`src/rtl/memory_stage.sv`:
```
// Memory stage of a simple in-order pipeline.
//
// Accepts one operation per start pulse from the execute stage and either
// passes the ALU result straight through, performs a load/store on the data
// memory with a bounded wait for dmem_ack, rejects an illegal access, or halts.
// Every output is a register updated by the single state machine below.
//
// Ports
//   clk, rst_n          clock, asynchronous active-low reset
//   start               one-cycle operation-valid pulse
//   mem_read/mem_write  load / store request (sampled with start)
//   halt                halt request (sampled with start, highest priority)
//   alu_in              address for load/store, passthrough data otherwise
//   wr_data             store data
//   dmem_req/we/addr/wdata  data-memory request, held stable while waiting
//   dmem_rdata/ack      data-memory read data and completion strobe
//   wb_data             writeback result, valid with done, held until next done
//   done                one-cycle completion pulse
//   busy                state is not IDLE
//   err                 error flag, qualified by done
//   halted              sticky halt indicator, cleared only by reset
module memory_stage #(
  parameter int unsigned TIMEOUT = 16  // max REQ cycles awaiting ack, 2..255
) (
  input  logic        clk,
  input  logic        rst_n,
  input  logic        start,
  input  logic        mem_read,
  input  logic        mem_write,
  input  logic        halt,
  input  logic [15:0] alu_in,
  input  logic [15:0] wr_data,
  output logic        dmem_req,
  output logic        dmem_we,
  output logic [15:0] dmem_addr,
  output logic [15:0] dmem_wdata,
  input  logic [15:0] dmem_rdata,
  input  logic        dmem_ack,
  output logic [15:0] wb_data,
  output logic        done,
  output logic        busy,
  output logic        err,
  output logic        halted
);

  typedef enum logic [1:0] {
    StIdle   = 2'd0,
    StReq    = 2'd1,
    StHalted = 2'd2
  } state_e;

  // Wait-counter value at which the access is abandoned.
  localparam logic [7:0] WaitLast = 8'(TIMEOUT - 1);

  state_e      state_q;
  logic [7:0]  wait_cnt_q;

  logic is_mem;
  logic bad_op;

  always_comb begin
    is_mem = mem_read | mem_write;
    // Both directions at once, or a misaligned halfword address.
    bad_op = (mem_read & mem_write) | (is_mem & alu_in[0]);
  end

  always_ff @(posedge clk or negedge rst_n) begin
    if (!rst_n) begin
      state_q    <= StIdle;
      wait_cnt_q <= 8'd0;
      dmem_req   <= 1'b0;
      dmem_we    <= 1'b0;
      dmem_addr  <= 16'h0000;
      dmem_wdata <= 16'h0000;
      wb_data    <= 16'h0000;
      done       <= 1'b0;
      busy       <= 1'b0;
      err        <= 1'b0;
      halted     <= 1'b0;
    end else begin
      // done/err are pulses; wb_data holds its last value.
      done <= 1'b0;
      err  <= 1'b0;

      unique case (state_q)
        StIdle: begin
          if (start) begin
            if (halt) begin
              state_q <= StHalted;
              busy    <= 1'b1;
              halted  <= 1'b1;
              done    <= 1'b1;
              wb_data <= alu_in;
            end else if (bad_op) begin
              done    <= 1'b1;
              err     <= 1'b1;
              wb_data <= 16'h0000;
            end else if (is_mem) begin
              state_q    <= StReq;
              busy       <= 1'b1;
              wait_cnt_q <= 8'd0;
              dmem_req   <= 1'b1;
              dmem_we    <= mem_write;
              dmem_addr  <= alu_in;
              dmem_wdata <= mem_write ? wr_data : 16'h0000;
            end else begin
              done    <= 1'b1;
              wb_data <= alu_in;
            end
          end
        end

        StReq: begin
          // Ack is checked first so it wins over a coincident timeout.
          if (dmem_ack || (wait_cnt_q == WaitLast)) begin
            state_q    <= StIdle;
            busy       <= 1'b0;
            dmem_req   <= 1'b0;
            dmem_we    <= 1'b0;
            dmem_addr  <= 16'h0000;
            dmem_wdata <= 16'h0000;
            done       <= 1'b1;
            err        <= ~dmem_ack;
            wb_data    <= (dmem_ack && !dmem_we) ? dmem_rdata : 16'h0000;
          end else begin
            wait_cnt_q <= wait_cnt_q + 8'd1;
          end
        end

        StHalted: begin
          // Terminal until reset.
          busy <= 1'b1;
        end

        default: begin
          state_q <= StIdle;
          busy    <= 1'b0;
        end
      endcase
    end
  end

endmodule

```
`config.mk`:
```
export PLATFORM = sky130hd
export DESIGN_NAME = memory_stage
export DESIGN_NICKNAME = d
export VERILOG_FILES = /design/src/rtl/memory_stage.sv
export SDC_FILE = /design/constraint.sdc
export NUM_CORES = 1
export LEC_CHECK = 0
export ABC_AREA = 1
export CAP_MARGIN = 10
export CORE_ASPECT_RATIO = 1.5
export CORE_MARGIN = 4
export CORE_UTILIZATION = 45
export DETAILED_ROUTE_END_ITERATION = 6
export GPL_TIMING_DRIVEN = 0
export PLACE_DENSITY = 0.8
export RECOVER_POWER = 25
export SETUP_SLACK_MARGIN = 0.1
export SKIP_LAST_GASP = 1
export SYNTH_ARGS = -nofsm -noshare
export SYNTH_HDL_FRONTEND = slang
export SYNTH_SLANG_ARGS = --single-unit
export TNS_END_PERCENT = 30
```
`constraint.sdc`:
```
create_clock -name clk -period 1.65 [get_ports clk]
set_input_delay 0.165 -clock clk [delete_from_list [all_inputs] [get_ports clk]]
set_output_delay 0.165 -clock clk [all_outputs]
set_load 0.01 [all_outputs]
```
# After elaboration in Yosys (flattened, before gate mapping)
# Index checks and enable logic that the tools add are counted.
# W data, S select, Z words.
[totals]
mem_bits_ro = 0
latchBits = 0
mem_count = 0
output_inout_bits = 54
register_bits = 64
ram_bits = 0
word_cells = 97
[op_classes]
shifts = 0
n_reduce_logical = 11
div = 0
eq_ne = 12
magnitude_cmp = 0
multipliers = 0
addsub = 1
muxes = 56
n_bitwise = 6
[op_table]
columns = ["operator", "n"]
rows = [
  ["$mux W16", 16],
  ["$pmux W16 S2", 3],
  ["$mux W8", 5],
  ["$mux W1", 20],
  ["$pmux W8 S2", 1],
  ["$ne A2 B2 Y1 const B", 6],
  ["$reduce_and A6 Y1", 2],
  ["$mux W2", 5],
  ["$add A8 B1 Y8 const B", 1],
  ["$eq A8 B4 Y1 const B", 1],
  ["$pmux W1 S2", 4],
  ["$reduce_and A4 Y1", 2],
  ["$ne A3 B3 Y1 const B", 2],
  ["$pmux W2 S3", 1],
  ["$reduce_and A5 Y1", 1],
  ["$ne A4 B4 Y1 const B", 1],
  ["$pmux W1 S3", 1],
  ["$reduce_and A3 Y1", 1],
  ["$and A1 B1 Y1", 2],
  ["$eq A2 B1 Y1 const B", 1],
  ["$eq A2 B2 Y1 const B", 1],
  ["$logic_not A2 Y1", 1],
  ["$not A1 Y1", 2],
  ["$or A1 B1 Y1", 2],
  ["4 further kinds", 4],
]

# Longest topological paths before layout
[logic_depth]
word_depth = 7
depth_mapped = 9
mapped_depth_nobuf = 8

# Worst setup path before layout
# Ideal clock, no wire load.
[synth_timing]
kind = "register to register"
start = "register wait_cnt_q[0]"
end = "register busy"
slack_ns = 0.204
path_stages_with_launch = 8
synth_period_minus_slack_ns = 1.446
t_arrival_ns = 1.329
path_cell_list = "dfrtp_1 ha_1 nand3_2 o21ai_1 buf_2 nand3_1 nand2_1 nand2_1"
[synth_between]
elab_chain_cells = 4
[synth_rtl]
columns = ["element", "line", "text"]
rows = [
  ["start: declaration", "56", "logic [7:0] wait_cnt_q;"],
  ["start signal: assignment", "126", "wait_cnt_q <= wait_cnt_q + 8'd1;"],
  ["$eq A8 B4 Y1", "115", "if (dmem_ack || (wait_cnt_q == WaitLast)) begin"],
  ["$logic_or A1 B1 Y1", "115", ""],
  ["$ne A2 B2 Y1 (no source line)", "--", ""],
  ["$reduce_and A4 Y1 (no source line)", "--", ""],
  ["end signal: assignment", "117", "busy <= 1'b0;"],
  ["end signal: assignment", "132", "busy <= 1'b1;"],
  ["end signal: assignment", "137", "busy <= 1'b0;"],
  ["end: declaration", "41", "output logic busy,"],
]
# Every way passes these cells.
# A chain may end at the register's enable or synchronous reset.

# Worst setup path after layout
[layout_timing]
start = "register dmem_we"
end = "output dmem_we"
[layout_rtl]
columns = ["element", "line", "text"]
rows = [
  ["start: declaration", "34", "output logic dmem_we,"],
  ["start signal: assignment", "103", "dmem_we <= mem_write;"],
]
# No word-level cell between the ends.

==> results.py <==
metrics = {
    "run_status": {
        "status": "finished clean",
    },
    "timing": {
        "maxClockFrequency_mhz": 651.7,
        "rsz0062_at_grt": "true",
        "whs_ns": 0.1663,
        "setup_violations": 0,
        "tightest_slew_ns": 0.6220,
        "fin_skew_ns": 0.008566,
        "max-slew-margin-rel_pct": 58.53,
        "finalHoldViolations": 0,
        "period_share_pct": 93.00,
        "fin_setup_tns_ns": 0,
        "finalMaxSlewViolations": 0,
        "timing.final.crit_period_ns": 1.535,
    },
    "floorplan": {
        "coreArea_um2": 6805,
        "num_rows": 37,
        "die-area_um2": 8377,
        "die_x_um": 76.08,
        "die_y_um": 110.1,
        "io_pins": 109,
        "initial_core_util_pct": 45.96,
    },
    "grt": {
        "grt_pass1_vias": 2945,
        "grt_max_degree": 41,
        "gr-total-overflow": 0,
        "grt_pass1_wl_mm": 13.59,
        "gr-usage-all-layers_pct": 20.22,
        "antenna_found_initial": 0,
    },
    "cells_and_area": {
        "antennaDiodeCount": 0,
        "area_growth_pct": 48.12,
        "layout.nets": 591,
        "fillCellCount": 588,
        "drive_gt1_share_pct": 10.74,
        "design_area_um2": 4633,
        "post-route-util_pct": 68.08,
    },
    "route": {
        "wl_per_cell_um": 13.94,
        "vias_per_cell": 4.896,
        "antenna_left": 0,
        "first_iter_violations": 148,
        "drt_first_pass_iters": 4,
        "drc": 0,
        "drt-total-wl_mm": 8.613,
        "num_vias": 3026,
    },
    "clock_network": {
        "cts_sinks": 64,
        "cts_tree": "built",
        "clock_path_buffers": 2,
        "clock_latency_ns": 0.34,
        "cts_max_level": 3,
        "root_buffer": "clkbuf_8",
        "clk_pin_slew_ns": 0.07,
        "tritoncts.num_buffers": 9,
    },
    "pwr": {
        "p_leak_nw": 2.376,
        "power.density_nw_per_um2": 1343,
        "p_total_w": 0.006223,
        "peakVddDrop_mv": 0.7724,
    },
    "worst_setup_path": {
        "cp_max_fo": 3,
        "path_depth": 1,
        "critPathRequiredTime_ns": 1.48,
        "crit_start": "dmem_we$_DFFE_PN0P_",
        "crit_family": "buffers and inverters",
        "path_class": "flip-flop to primary output",
        "reg2reg_slack_ns": 0.17,
        "cp.arrival_ns": 1.37,
        "cp-start-kind": "flip-flop",
        "slowest_delay_ns": 0.59,
        "r2r_end": "dmem_addr[4]$_DFFE_PN0P_",
        "critPathSlowestCell": "clkdlybuf4s50_1",
        "critPathBufInv": 1,
        "rr_worst_depth": 7,
        "end_kind": "primary output",
        "cp_cell_sequence": "clkdlybuf4s50_1",
        "r2r_start": "state_q[0]$_DFFE_PN0P_",
        "worstSetupEndpoint": "dmem_we",
    },
    "synthesis": {
        "syn_area_um2": 3128,
        "synth.distinct_cells": 25,
        "ys_warn_count": 0,
        "ys_seq_elements": 64,
        "syn_avg_cell_area_um2": 7.629,
        "netlist_instances": 410,
        "syn-num-nets": 466,
        "ys_seq_area_share_pct": 51.20,
    },
    "placement": {
        "dpl_cell_area_um2": 4349,
        "io_buffers": 108,
        "dp_hpwl_mm": 6.458,
        "gp_congestion": 0.8522,
    },
    "min_path": {
        "hold_path.class": "input pin to asynchronous set/reset pin",
    },
    "run": {
        "cap_violations": 0,
    },
}
==> power by group <==
| part | leakage [nW] | switching (W) | total [W] | internal (W) |
|---|---|---|---|---|
| registers | 0.832 | 0.000346 | 0.00247 | 0.00212 |
| logic | 1.44 | 0.00105 | 0.00240 | 0.00135 |
| clock network | 0.103 | 0.000578 | 0.00135 | 0.000777 |
==> per-layer routing <==
layer / track usage, % / part of all wire [%]
met3: 5.447 / 5.6
met5: 0 / 0
met4: 8.125 / 2.3
met2: 36.15 / 53
met1: 22.91 / 39
==> area by class of cell <==
| cell class | instances | area [um^2] | area share, % |
|---|---|---|---|
| multi-input cells | 295 | 1349 | 29.11 |
| plain buffers | 18 | 127.6 | 2.755 |
| flip-flops and latches | 64 | 1604 | 34.62 |
| inverters | 33 | 123.9 | 2.674 |
| repair buffers | 114 | 1132 | 24.44 |
| well taps | 78 | 97.59 | 2.106 |
| clock inverters | 3 | 40.04 | 0.8642 |
| clock buffers | 13 | 158.9 | 3.430 |
==> synthesized netlist by cell type <==
cell type	n	area (um^2)
nor2_4	3	33.78
buf_2	11	55.05
o21ai_0	6	30.03
o21bai_2	1	11.26
buf_6	2	22.52
xnor2_1	1	8.760
nor3_2	1	10.01
nand4_1	1	6.260
o21ai_1	2	10.01
nand3_4	1	17.52
ha_1	1	12.51
nand3_1	65	325.3
nand2_1	178	668.1
nor2_1	27	101.4
xor2_1	1	8.760
inv_1	31	116.4
nand3_2	1	10.01
nand2_4	2	22.52
dfrtp_1	64	1602
nand2_2	2	12.51
clkbuf_1	3	11.26
buf_4	2	15.01
nor3_1	1	5.000
a21oi_1	1	5.000
inv_2	2	7.510
==> metrics by stage <==
step                worst slack (ns)  cells
floorplan                     0.2042    410
global placement              -1.615    596
detailed placement           -0.1871    598
CTS                           0.1044    616
global route                 0.05530    618
finish                        0.1154    618
==> placed cells by master, fill, tap and decap left out <==
cell type and instances:
nor3_4 1, buf_12 1, clkbuf_2 4, clkbuf_4 4, clkinv_2 2, nand3_1 65
bufinv_16 1, nor2_2 2, buf_4 9, clkbuf_8 11, buf_6 2, nand2_2 2
o21ai_2 1, inv_2 3, nand2_4 3, o21ai_0 6, nor2_4 3, nand2_1 177
xnor2_1 1, a21oi_1 1, buf_2 3, nand4_1 1, xor2_1 1, nand3_4 2
ha_4 1, dfrtp_1 62, inv_1 30, nor3_1 1, o21bai_4 1, dlygate4sd3_1 1
clkbuf_1 3, dfrtp_2 2, clkdlybuf4s50_1 107, nor2_1 25, o21ai_1 1
==> how the worst min path moves through the flow <==
| stage | startpoint | to | slack [ns] | cells past startpoint |
|---|---|---|---|---|
| after floorplan | rst_n | busy$_DFFE_PN0P_ | -0.13 | 0 |
| after global placement | halted$_DFFE_PN0P_ | halted$_DFFE_PN0P_ | 0.45 | 2 |
| after detailed placement | rst_n | wb_data[5]$_DFFE_PN0P_ | -0.04 | 1 |
| after CTS | rst_n | wb_data[5]$_DFFE_PN0P_ | 0.15 | 2 |
| after global routing | rst_n | wb_data[5]$_DFFE_PN0P_ | 0.16 | 2 |
| final | rst_n | wb_data[5]$_DFFE_PN0P_ | 0.17 | 2 |
==> sequential cells by signal (all words and copies together), names as in the netlist <==
register,flops
dmem_addr,16
busy,1
wb_data,16
state_q,2
dmem_we,1
dmem_wdata,16
err,1
dmem_req,1
wait_cnt_q,8
halted,1
done,1
==> timing repair <==
item / in CTS / in global routing
resized for setup: 6 / 22
hold endpoints to repair: 40 / 0
hold buffers: 1 / 0
buffers inserted: 1 / 2
pin swaps: 0 / 2
endpoints found under the setup margin: 59 / 60
==> kinds of logic (layout without fill, tap and decap cells) <==
| group | count (synthesis) | in the layout | share of synthesized area, % |
|---|---|---|---|
| AOI/OAI and AO/OA | 10 | 10 | 1.800 |
| xor gates and xnor gates | 2 | 2 | 0.5601 |
| adders and majority gates | 1 | 1 | 0.3999 |
| buffers and inverters | 51 | 181 | 7.280 |
| DFF | 64 | 64 | 51.20 |
| and+or+nand+nor | 282 | 282 | 38.76 |
(Power assumes the default switching activity.)
